[src/rtl/router_pkg.sv]
// Shared types and constants for the router packet-write controller.
package router_pkg;

  localparam int unsigned ADDR_W   = 2;
  localparam int unsigned FIFO_CNT = 3;

  localparam logic [ADDR_W-1:0] ADDR0    = ADDR_W'(0);
  localparam logic [ADDR_W-1:0] ADDR1    = ADDR_W'(1);
  localparam logic [ADDR_W-1:0] ADDR2    = ADDR_W'(2);
  localparam logic [ADDR_W-1:0] ADDR_INV = ADDR_W'(3);

  typedef enum logic [2:0] {
    DECODE_ADDRESS,
    LOAD_FIRST_DATA,
    LOAD_DATA,
    LOAD_PARITY,
    FIFO_FULL_STATE,
    LOAD_AFTER_FULL,
    WAIT_TILL_EMPTY,
    CHECK_PARITY_ERROR
  } state_e;

  typedef struct packed {
    logic detect_add;
    logic lfd_state;
    logic ld_state;
    logic laf_state;
    logic full_state;
    logic write_enb_reg;
    logic rst_int_reg;
    logic busy;
  } fsm_out_t;

endpackage

[src/rtl/router_fsm.sv]
// Router write-side controller: decodes the header, sequences payload/parity loads.
// Build option ROUTER_PARITY_CHK_EN enables the CHECK_PARITY_ERROR state.
module router_fsm
  import router_pkg::*;
(
  input  logic              clk,
  input  logic              resetn,
  input  logic              pkt_valid,
  input  logic [ADDR_W-1:0] datain,
  input  logic              fifo_empty_0,
  input  logic              fifo_empty_1,
  input  logic              fifo_empty_2,
  input  logic              fifo_full,
  input  logic              soft_reset_0,
  input  logic              soft_reset_1,
  input  logic              soft_reset_2,
  input  logic              parity_done,
  input  logic              low_pkt_valid,
  output logic [ADDR_W-1:0] addr_sel,
  output logic              detect_add,
  output logic              lfd_state,
  output logic              ld_state,
  output logic              laf_state,
  output logic              full_state,
  output logic              write_enb_reg,
  output logic              rst_int_reg,
  output logic              busy
);

  state_e            state, next_state;
  logic [ADDR_W-1:0] addr_nxt;
  fsm_out_t          out_q, out_nxt;
  logic [FIFO_CNT-1:0] empty_vec;
  logic [FIFO_CNT-1:0] soft_vec;
  logic              hdr_ok;

  assign empty_vec = {fifo_empty_2, fifo_empty_1, fifo_empty_0};
  assign soft_vec  = {soft_reset_2, soft_reset_1, soft_reset_0};
  assign hdr_ok    = pkt_valid && (datain != ADDR_INV);

  // Moore decode; applied to next_state so the flops hold the current-state view.
  function automatic fsm_out_t decode_outputs(input state_e s);
    fsm_out_t o;
    o               = '0;
    o.detect_add    = (s == DECODE_ADDRESS);
    o.lfd_state     = (s == LOAD_FIRST_DATA);
    o.ld_state      = (s == LOAD_DATA);
    o.laf_state     = (s == LOAD_AFTER_FULL);
    o.full_state    = (s == FIFO_FULL_STATE);
    o.write_enb_reg = (s == LOAD_DATA) || (s == LOAD_PARITY) || (s == LOAD_AFTER_FULL);
`ifdef ROUTER_PARITY_CHK_EN
    o.rst_int_reg   = (s == CHECK_PARITY_ERROR);
`else
    o.rst_int_reg   = 1'b0;
`endif
    o.busy          = !((s == DECODE_ADDRESS) || (s == LOAD_DATA));
    return o;
  endfunction

  // Next-state, address latch and output decode
  always_comb begin
    next_state = state;
    addr_nxt   = addr_sel;
    out_nxt    = '0;

    case (state)
      DECODE_ADDRESS: begin
        if (hdr_ok) begin
          addr_nxt   = datain;
          next_state = empty_vec[datain] ? LOAD_FIRST_DATA : WAIT_TILL_EMPTY;
        end
      end
      LOAD_FIRST_DATA: next_state = LOAD_DATA;
      LOAD_DATA: begin
        if (fifo_full)       next_state = FIFO_FULL_STATE;
        else if (!pkt_valid) next_state = LOAD_PARITY;
      end
      FIFO_FULL_STATE: begin
        if (!fifo_full) next_state = LOAD_AFTER_FULL;
      end
      LOAD_AFTER_FULL: begin
        if (parity_done)        next_state = DECODE_ADDRESS;
        else if (low_pkt_valid) next_state = LOAD_PARITY;
        else                    next_state = LOAD_DATA;
      end
      LOAD_PARITY: begin
`ifdef ROUTER_PARITY_CHK_EN
        next_state = CHECK_PARITY_ERROR;
`else
        next_state = fifo_full ? FIFO_FULL_STATE : DECODE_ADDRESS;
`endif
      end
      CHECK_PARITY_ERROR: next_state = fifo_full ? FIFO_FULL_STATE : DECODE_ADDRESS;
      WAIT_TILL_EMPTY: begin
        if (empty_vec[addr_sel]) next_state = LOAD_FIRST_DATA;
      end
      default: next_state = DECODE_ADDRESS;
    endcase

    // Read-timeout abort of the active FIFO overrides every transition
    if (soft_vec[addr_sel]) next_state = DECODE_ADDRESS;

    out_nxt = decode_outputs(next_state);
  end

  always_ff @(posedge clk) begin
    if (!resetn) begin
      state    <= DECODE_ADDRESS;
      addr_sel <= ADDR0;
      out_q    <= decode_outputs(DECODE_ADDRESS);
    end else begin
      state    <= next_state;
      addr_sel <= addr_nxt;
      out_q    <= out_nxt;
    end
  end

  assign detect_add    = out_q.detect_add;
  assign lfd_state     = out_q.lfd_state;
  assign ld_state      = out_q.ld_state;
  assign laf_state     = out_q.laf_state;
  assign full_state    = out_q.full_state;
  assign write_enb_reg = out_q.write_enb_reg;
  assign rst_int_reg   = out_q.rst_int_reg;
  assign busy          = out_q.busy;

endmodule

[config.mk]
export PLATFORM = sky130hd
export DESIGN_NAME = router_fsm
export DESIGN_NICKNAME = d
export VERILOG_FILES = /design/src/rtl/router_pkg.sv /design/src/rtl/router_fsm.sv
export SDC_FILE = /design/constraint.sdc
export NUM_CORES = 1
export LEC_CHECK = 0
export ABC_CLOCK_PERIOD_IN_PS = 4400
export CAP_MARGIN = 40
export CORE_AREA = 2 2 42 44
export CTS_BUF_LIST = sky130_fd_sc_hd__clkbuf_8
export CTS_CLUSTER_DIAMETER = 60
export DETAILED_ROUTE_END_ITERATION = 16
export DIE_AREA = 0 0 44 46
export DONT_BUFFER_PORTS = 1
export PLACE_DENSITY = 0.55
export SLEW_MARGIN = 10
export SYNTH_ARGS = -nofsm -noshare
export SYNTH_HDL_FRONTEND = slang
export SYNTH_SLANG_ARGS = --single-unit
export TNS_END_PERCENT = 30
[constraint.sdc]
create_clock -name clk -period 4.4 [get_ports clk]
set_clock_uncertainty 0.1 [all_clocks]
set_input_delay 0.88 -clock clk [delete_from_list [all_inputs] [get_ports clk]]
set_output_delay 0.88 -clock clk [all_outputs]
set_load 0.005 [all_outputs]
==> metrics, run 1 <==
outcome=finished clean; Die Area=0.00202 sq mm; max reg flops=3; number of enable flip-flop cells after synthesis=0; minimum period implied by the final worst setup slack=1970 ps; largest fanout on the critical path=6; most frequent standard cell in the layout excluding fill and tap cells=sky130_fd_sc_hd__dfxtp_1; CP Data Required Time=4450 ps; clock input transition at the sequential cells of the worst setup and hold paths=50 ps; worst-path cell with the longest stage delay=sky130_fd_sc_hd__o31ai_2; worst-case reg-to-reg path depth=5; worst setup margin=2430 ps; Placement Rows=15; DRC violations left=0; Static Leakage=~0.26 nW; worst hold path stage count=2; register with the most flip-flops=state; initial antenna violation count=0; # port buffers=0; hold buffers post-CTS=0; max-slew violation total from the final report=0; post_cts resized=0; antenna cell count=0; most frequent cells in the layout=12 x sky130_fd_sc_hd__dfxtp_1, 7 x sky130_fd_sc_hd__nor2_1; count of clock tree sinks=12; count of routing violations after the opening detailed-route iteration=3; area growth from synthesis to layout=11.4%; worst vdd rail ir drop=0.213 mV; Reg-to-Reg Start=addr_sel[0]; Crit path largest cell delay=320 ps; CP top delay family=compound AO/OA/AOI/OAI gates; final hold violation count=0; Crit path buffers/inverters=0; Period Utilization, post-route=0.449; Post-CTS Setup Repair Bufs=0; final wirelength=around 1200 um; final global-route overflow total=0; vias in the first global route=494; starting density of the core=0.373; startpoint types=input port; first-pass GRT wire length=1870 um; detailed-route vias per instance=around 5.7; Final GP Congestion=approximately 0.72; register bit count reported by yosys=12; ports placed on the boundary=24; distinct cell type count of the synthesized netlist=29; proportion of layout cells with a drive suffix above 1=0.111; max-cap violation count=0; sum of negative setup slack=0 ps; cell count after synthesis=between 60 and 70; area of the mapped netlist=602 sq um; Min-Delay Endpoint=addr_sel[1]; proportion of synthesized chip area in sequential cells=0.399; global router's overall resource usage=0.136; cell at the root of the clock tree=sky130_fd_sc_hd__clkbuf_8; sequential cell area=about 240 sq um; Die Span X=between 40 and 50 um; TritonCTS clock tree=yes; worst reg2reg path endpoint=write_enb_reg; maximum achievable frequency=just over 0.5 GHz; setup repair after global routing missed its margin=no; critical path arrival=2020 ps; total number of yosys warnings=0; hold crit path type=reg -> reg; type of element capturing the critical path=flop; number of buffers added by the clock tree synthesis step=3; post-route antenna net violation count=0; clock network latency to the later pin of the worst-skew pair=roughly 240 ps; length of the first detailed-routing pass in iterations=4; synthesized netlist net count=between 80 and 90; path type of the worst setup path=in -> reg; hpwl dp=919 um; cells along the critical path=nor4bb_1 -> a31oi_1 -> a21boi_2 -> nand3_1 -> o31ai_2; # H-tree levels=1; Max Root-Sink Buffers=2; vertical die dimension=46 um; total of endpoints with negative setup slack in the final report=0; pre-CTS setup slack=approximately 2200 ps; leading registers by flop count=state (3), addr_sel (2); count of filler cells inserted in the layout=167; Worst R2R Setup Slack=2610 ps; pin count of the biggest net entering global routing=9; number of nets in the layout=87; Post-synth ARST share=0; wire length per cell after detailed routing=13.6 um; power density over cell area=447 mW/mm^2; Avg Synthesized Cell Area=slightly below 9 sq um; area of combinational cells with multiple inputs=343 sq um; leading register cell type out of synthesis=sky130_fd_sc_hd__dfxtp_1; source of the worst hold timing path=addr_sel[1]; via count=around 500; core area=0.00161 sq mm
==> worst max path at each step <==
stage | startpoint | end | slack, ps | cells after the start
after floorplan | datain[0] | detect_add | 2350 | 5
after global placement | datain[0] | write_enb_reg | 2250 | 5
after detailed placement | datain[0] | write_enb_reg | 2200 | 5
after CTS | datain[0] | write_enb_reg | 2450 | 5
after global routing | datain[0] | write_enb_reg | 2310 | 5
final | datain[0] | write_enb_reg | 2430 | 5
==> cell type report <==
cell class	count	share of cell area
clock buffers	4	0.0821
inverters	3	0.0168
multi-input cells	53	0.511
flip-flops and latches	12	0.358
well taps	17	0.0317
==> tightest hold or removal path, cell delays in order, from the launching register on <==
cell	delay, ps
sky130_fd_sc_hd__dfxtp_1	360
sky130_fd_sc_hd__a21oi_1	160
sky130_fd_sc_hd__nor2_1	50
==> cell families after synthesis <==
family	Yosys count	synth area share
DFF	12	0.399
buffers and inverters	4	0.0312
and+or+nand+nor	32	0.306
other	1	0.00623
muxes	4	0.0665
AOI/OAI and AO/OA	16	0.191
==> synth_stat cells, types with 2 or more instances <==
| cell type | n | area (sq um) |
|---|---|---|
| sky130_fd_sc_hd__o21a_1 | 2 | 15.0 |
| sky130_fd_sc_hd__nand2_1 | 4 | 15.0 |
| sky130_fd_sc_hd__nor2b_1 | 2 | 12.5 |
| sky130_fd_sc_hd__nor3_1 | 4 | 20.0 |
| sky130_fd_sc_hd__nor2_1 | 7 | 26.3 |
| sky130_fd_sc_hd__and4_1 | 2 | 17.5 |
| sky130_fd_sc_hd__o211ai_1 | 3 | 22.5 |
| sky130_fd_sc_hd__a21oi_1 | 3 | 15.0 |
| sky130_fd_sc_hd__nand3_1 | 2 | 10.0 |
| sky130_fd_sc_hd__inv_1 | 3 | 11.3 |
| sky130_fd_sc_hd__nand2b_1 | 2 | 12.5 |
| sky130_fd_sc_hd__dfxtp_1 | 12 | 240 |
| sky130_fd_sc_hd__nand3b_1 | 3 | 22.5 |
| sky130_fd_sc_hd__mux2i_1 | 4 | 40.0 |
| sky130_fd_sc_hd__o21ai_1 | 2 | 10.0 |
==> layer usage <==
layer / wire length, um / GRT usage / vias to the layer above
met3: 80 / 0.0595 / 4
met4: 37 / 0.109 / 0
met1: 543 / 0.139 / 230
li1: - / - / 259
met2: 545 / 0.218 / 17
met5: 0 / 0 / -
==> report_power, final <==
group | internal, mW | leakage (nW) | switching (mW)
Clock | 0.0788 | 0.0288 | 0.0384
Combinational | 0.0234 | 0.133 | 0.0282
Sequential | 0.120 | 0.0980 | 0.0108
==> metrics by stage <==
step | power [mW] | util | cell area, sq um | hold WS, ps | instances
after floorplan | 0.174 | - | 602 | 449 | 69
after global placement | 0.184 | 0.381 | 616 | 508 | 85
after detailed placement | 0.184 | 0.381 | 616 | 513 | 85
after CTS | 0.302 | 0.416 | 671 | 523 | 89
after global routing | 0.314 | 0.416 | 671 | 541 | 89
final | 0.299 | 0.416 | 671 | 523 | 89
(Power assumes the default switching activity.)
==> inputs of run 2 (changes only) <==
--- a/config.mk
+++ b/config.mk
@@ -5,7 +5,7 @@
 export SDC_FILE = /design/constraint.sdc
 export NUM_CORES = 1
 export LEC_CHECK = 0
-export ABC_CLOCK_PERIOD_IN_PS = 4400
+export ABC_CLOCK_PERIOD_IN_PS = 1850
 export CAP_MARGIN = 40
 export CORE_AREA = 2 2 42 44
 export CTS_BUF_LIST = sky130_fd_sc_hd__clkbuf_8
==> constraint.sdc (replaced) <==
create_clock -name clk -period 1.85 [get_ports clk]
set_clock_uncertainty 0.1 [all_clocks]
set_input_delay 0.37 -clock clk [delete_from_list [all_inputs] [get_ports clk]]
set_output_delay 0.37 -clock clk [all_outputs]
set_load 0.005 [all_outputs]
==> run 2 against run 1 <==
  * First-iteration DRC count unchanged
  * Core utilization grew 0.78 points
  * Final area up 1.9%
  * Routed wire length grew 2.0%
  * Die area did not move
  * Critical endpoint unchanged
  * Count of clock-buffer cells in the layout unchanged
  * Critical path type is now reg -> reg
  * Largest power group unchanged
  * Final cell count is 1.1% higher
==> metrics, run 2 (synthesized netlist as in run 1, its figures left out) <==
outcome=finished clean; area growth from synthesis to layout=13.5%; count of routing violations after the opening detailed-route iteration=3; wire length per cell after detailed routing=13.7 um; starting density of the core=0.373; critical path arrival=1750 ps; Post-CTS Setup Repair Bufs=0; vertical die dimension=46 um; clock network latency to the later pin of the worst-skew pair=around 240 ps; largest fanout on the critical path=6; Die Span X=44 um; # H-tree levels=1; setup repair after global routing missed its margin=no; antenna cell count=0; Period Utilization, post-route=0.920; first-pass GRT wire length=1980 um; hold buffers post-CTS=0; hold crit path type=in -> reg; Static Leakage=0.265 nW; # port buffers=0; sum of negative setup slack=0 ps; ports placed on the boundary=24; CP top delay family=compound AO/OA/AOI/OAI gates; Crit path buffers/inverters=0; register with the most flip-flops=state; maximum achievable frequency=0.588 GHz; power density over cell area=1050 mW/mm^2; detailed-route vias per instance=between 5 and 6; worst vdd rail ir drop=0.408 mV; startpoint types=flop; Crit path largest cell delay=440 ps; max reg flops=3; worst-path cell with the longest stage delay=sky130_fd_sc_hd__dfxtp_1; Die Area=0.00202 sq mm; max-slew violation total from the final report=0; core area=0.00161 sq mm; path type of the worst setup path=reg -> reg; pin count of the biggest net entering global routing=9; type of element capturing the critical path=flop; total non-filler cell area in the finished layout=683 sq um; proportion of layout cells with a drive suffix above 1=0.137; via count=510; Placement Rows=15; max-cap violation count=0; CP Data Required Time=1900 ps; count of filler cells inserted in the layout=165; TritonCTS clock tree=yes; most frequent standard cell in the layout excluding fill and tap cells=sky130_fd_sc_hd__dfxtp_1; initial antenna violation count=0; Max Root-Sink Buffers=2; cells along the critical path=mux2i_1 -> o21a_1 -> a21boi_2 -> nand3_2 -> o31ai_2; final wirelength=1230 um; dpl cell area=623 sq um; minimum period implied by the final worst setup slack=1700 ps; Final GP Congestion=0.797; hpwl dp=965 um; total of endpoints with negative setup slack in the final report=0; most frequent cells in the layout=12 x sky130_fd_sc_hd__dfxtp_1, 7 x sky130_fd_sc_hd__nor2_1; final global-route overflow total=0; Tot Pwr=718 uW; clock input transition at the sequential cells of the worst setup and hold paths=50 ps; post-route antenna net violation count=0; number of nets in the layout=88; vias in the first global route=511; count of clock tree sinks=12; cell at the root of the clock tree=sky130_fd_sc_hd__clkbuf_8; global router's overall resource usage=0.139; length of the first detailed-routing pass in iterations=4; number of buffers added by the clock tree synthesis step=3; final hold violation count=0; DRC violations left=0; leading registers by flop count=state (3), addr_sel (2)
==> run 2: changes by cell type in the layout (fill, tap and decap cells not counted), sizes merged <==
| cell | change |
|---|---|
| buf | +1 |
==> run 2: area by class of cell <==
class	count	area [sq um]	area share
clock buffers	4	55.1	0.0806
inverters	3	11.3	0.0165
multi-input cells	53	348	0.509
flip-flops and latches	12	240	0.352
well taps	17	21.3	0.0311
repair buffers	1	7.51	0.0110
==> run 2: per-stage QoR <==
stage	setup WS (ps)	hold WS [ps]	util	std cells
3_5_place_dp	116	436	0.386	86
5_1_grt	4.18	205	0.423	90
2_1_floorplan	265	414	-	69
3_3_place_gp	158	427	0.386	86
4_1_cts	92.7	186	0.420	90
6_report	149	183	0.423	90
==> run 2: timing repair <==
action                                 4_1_cts  5_1_grt
endpoints found under the hold margin        0        0
setup endpoints to repair                    0        4
gates resized for setup                      0        1
==> run 2: power breakdown <==
| part | internal, mW | leakage (nW) | switching, mW |
|---|---|---|---|
| Sequential | 0.285 | 0.0980 | 0.0251 |
| Combinational | 0.0603 | 0.138 | 0.0692 |
| Clock | 0.188 | 0.0288 | 0.0908 |
| Total | 0.533 | 0.265 | 0.185 |
==> run 2: path summary, 6_finish.rpt <==
check	startpoint	to	slack (ps)	depth (start not counted)
worst max register to register	addr_sel[0]	write_enb_reg	150	5
worst max-delay path	addr_sel[0]	write_enb_reg	150	5
worst min-delay path	datain[0]	addr_sel[0]	180	2
worst min register to register	addr_sel[1]	addr_sel[1]	510	2
==> run 2: routing by layer <==
layer	global-route usage	wire length, um
met4	0.0727	19
met1	0.143	508
met5	0	0
met2	0.238	596
met3	0.0635	107
==> inputs of run 3 (changes only) <==
--- a/config.mk
+++ b/config.mk
@@ -5,7 +5,7 @@
 export SDC_FILE = /design/constraint.sdc
 export NUM_CORES = 1
 export LEC_CHECK = 0
-export ABC_CLOCK_PERIOD_IN_PS = 1850
+export ABC_CLOCK_PERIOD_IN_PS = 1700
 export CAP_MARGIN = 40
 export CORE_AREA = 2 2 42 44
 export CTS_BUF_LIST = sky130_fd_sc_hd__clkbuf_8
==> constraint.sdc (replaced) <==
create_clock -name clk -period 1.7 [get_ports clk]
set_clock_uncertainty 0.1 [all_clocks]
set_input_delay 0.34 -clock clk [delete_from_list [all_inputs] [get_ports clk]]
set_output_delay 0.34 -clock clk [all_outputs]
set_load 0.005 [all_outputs]
==> run 3 against run 2 <==
  * Final cell count grew 4.4%
  * Clock power grew 9.7%
  * Largest power group unchanged
  * Routed wire length grew 11%
  * Via count grew 3.9%
  * First-iteration DRC count grew 33%
  * Die area is the same
==> metrics, run 3 (synthesized netlist as in run 1, its figures left out) <==
hold buffers post-CTS=0; worst vdd rail ir drop=0.456 mV; worst hold path stage count=1; Placement Rows=15; number of buffers added by the clock tree synthesis step=3; power density over cell area=1110 mW/mm^2; clock input transition at the sequential cells of the worst setup and hold paths=~50 ps; clock network latency to the later pin of the worst-skew pair=240 ps; Placed Cells=89; # H-tree levels=1; first-pass GRT wire length=2070 um; worst-case reg-to-reg path depth=5; Die Area=slightly above 0.002 sq mm; sum of negative setup slack=0 ps; Die Span X=roughly 44 um; type of element capturing the critical path=flop; final wirelength=~1400 um; initial antenna violation count=0; maximum achievable frequency=0.615 GHz; total non-filler cell area in the finished layout=732 sq um; most frequent cells in the layout=9 x sky130_fd_sc_hd__dfxtp_1, 7 x sky130_fd_sc_hd__nor2_1, 5 x sky130_fd_sc_hd__buf_4; global router's overall resource usage=0.146; Static Leakage=a little under 0.3 nW; via count=530; CP Data Required Time=around 1800 ps; dpl cell area=646 sq um; register with the most flip-flops=state; setup repair after global routing missed its margin=yes; hpwl dp=1030 um; number of cells in the finished layout apart from fillers=94; minimum period implied by the final worst setup slack=1630 ps; final hold violation count=0; # port buffers=0; vertical die dimension=46 um; post-route antenna net violation count=0; pin count of the biggest net entering global routing=9; DRC violations left=0; outcome=finished clean; ports placed on the boundary=24; area growth from synthesis to layout=21.6%; proportion of layout cells with a drive suffix above 1=0.234; startpoint types=flop; Final GP Congestion=0.832; max-slew violation total from the final report=0; detailed-route vias per instance=between 5 and 6; critical path arrival=1670 ps; number of nets in the layout=92; post-route worst hold slack=167 ps; length of the first detailed-routing pass in iterations=4; count of routing violations after the opening detailed-route iteration=4; count of clock tree sinks=12; most frequent standard cell in the layout excluding fill and tap cells=sky130_fd_sc_hd__dfxtp_1; cell at the root of the clock tree=sky130_fd_sc_hd__clkbuf_8; Period Utilization, post-route=0.957; antenna cell count=0; largest fanout on the critical path=6; max-cap violation count=0; wire length per cell after detailed routing=14.6 um; starting density of the core=0.373; leading registers by flop count=state (3), addr_sel (2); total of endpoints with negative setup slack in the final report=0; vias in the first global route=516; Max Root-Sink Buffers=2; final global-route overflow total=0; TritonCTS clock tree=yes; hold crit path type=in -> reg; max reg flops=3; core area=0.00161 sq mm; core utilization of the finished layout=0.453; path type of the worst setup path=reg -> reg
run 3: cell count changes in the layout (fill, tap and decap cells not counted):
cell	before	now
sky130_fd_sc_hd__a21boi_2	1	0
sky130_fd_sc_hd__a21boi_4	0	1
sky130_fd_sc_hd__buf_4	1	5
sky130_fd_sc_hd__dfxtp_1	12	9
sky130_fd_sc_hd__dfxtp_2	0	2
sky130_fd_sc_hd__dfxtp_4	0	1
sky130_fd_sc_hd__nor3_1	4	3
sky130_fd_sc_hd__nor3_2	0	1
run 3: metal layers:
layer  up-vias  global-route usage  share of wire
li1        267                   -              -
met1       244               0.144           0.41
met2        17               0.265           0.50
met3         2              0.0714          0.088
met4         0              0.0545         0.0029
met5         -                   0              0
run 3: what timing repair did:
action / in CTS / in global routing
pin swaps: 0 / 0
buffers inserted: 0 / 1
endpoints found under the setup margin: 4 / 4
resized for setup: 2 / 5
run 3: path summary, 6_finish.rpt:
path | start | end | slack [ps]
hold / removal | resetn | ld_state | 170
setup reg to reg | addr_sel[0] | write_enb_reg | 70
setup / recovery | addr_sel[0] | write_enb_reg | 70
hold reg to reg | addr_sel[1] | addr_sel[1] | 470
run 3: critical path, cell delays in order (launching register included):
cell	delay (ps)
sky130_fd_sc_hd__dfxtp_4	360
sky130_fd_sc_hd__mux2i_1	120
sky130_fd_sc_hd__o21a_1	210
sky130_fd_sc_hd__a211o_1	340
sky130_fd_sc_hd__and2_4	180
sky130_fd_sc_hd__o31ai_2	210
run 3: area by class of cell:
cell class / count / area (sq um)
Sequential cell: 12 / 246
Timing Repair Buffer: 5 / 37.5
Clock buffer: 4 / 55.1
Inverter: 3 / 11.3
Tap cell: 17 / 21.3
Fill cell: 175 / 882
Multi-Input combinational cell: 53 / 360
run 3: through the flow:
step                      total power, mW  setup slack, ps
final                               0.816             73.6
after global placement              0.498            -18.8
after CTS                           0.808             29.9
after floorplan                     0.451              115
after detailed placement            0.499            -39.7
after global routing                0.860            -7.05
run 3: report_power, final:
part           leakage (nW)  internal [mW]  switching [mW]  total, mW
Clock                0.0288          0.204           0.101      0.305
Sequential           0.0995          0.311          0.0289      0.340
Combinational         0.163         0.0882          0.0821      0.170
Total                 0.292          0.604           0.212      0.816
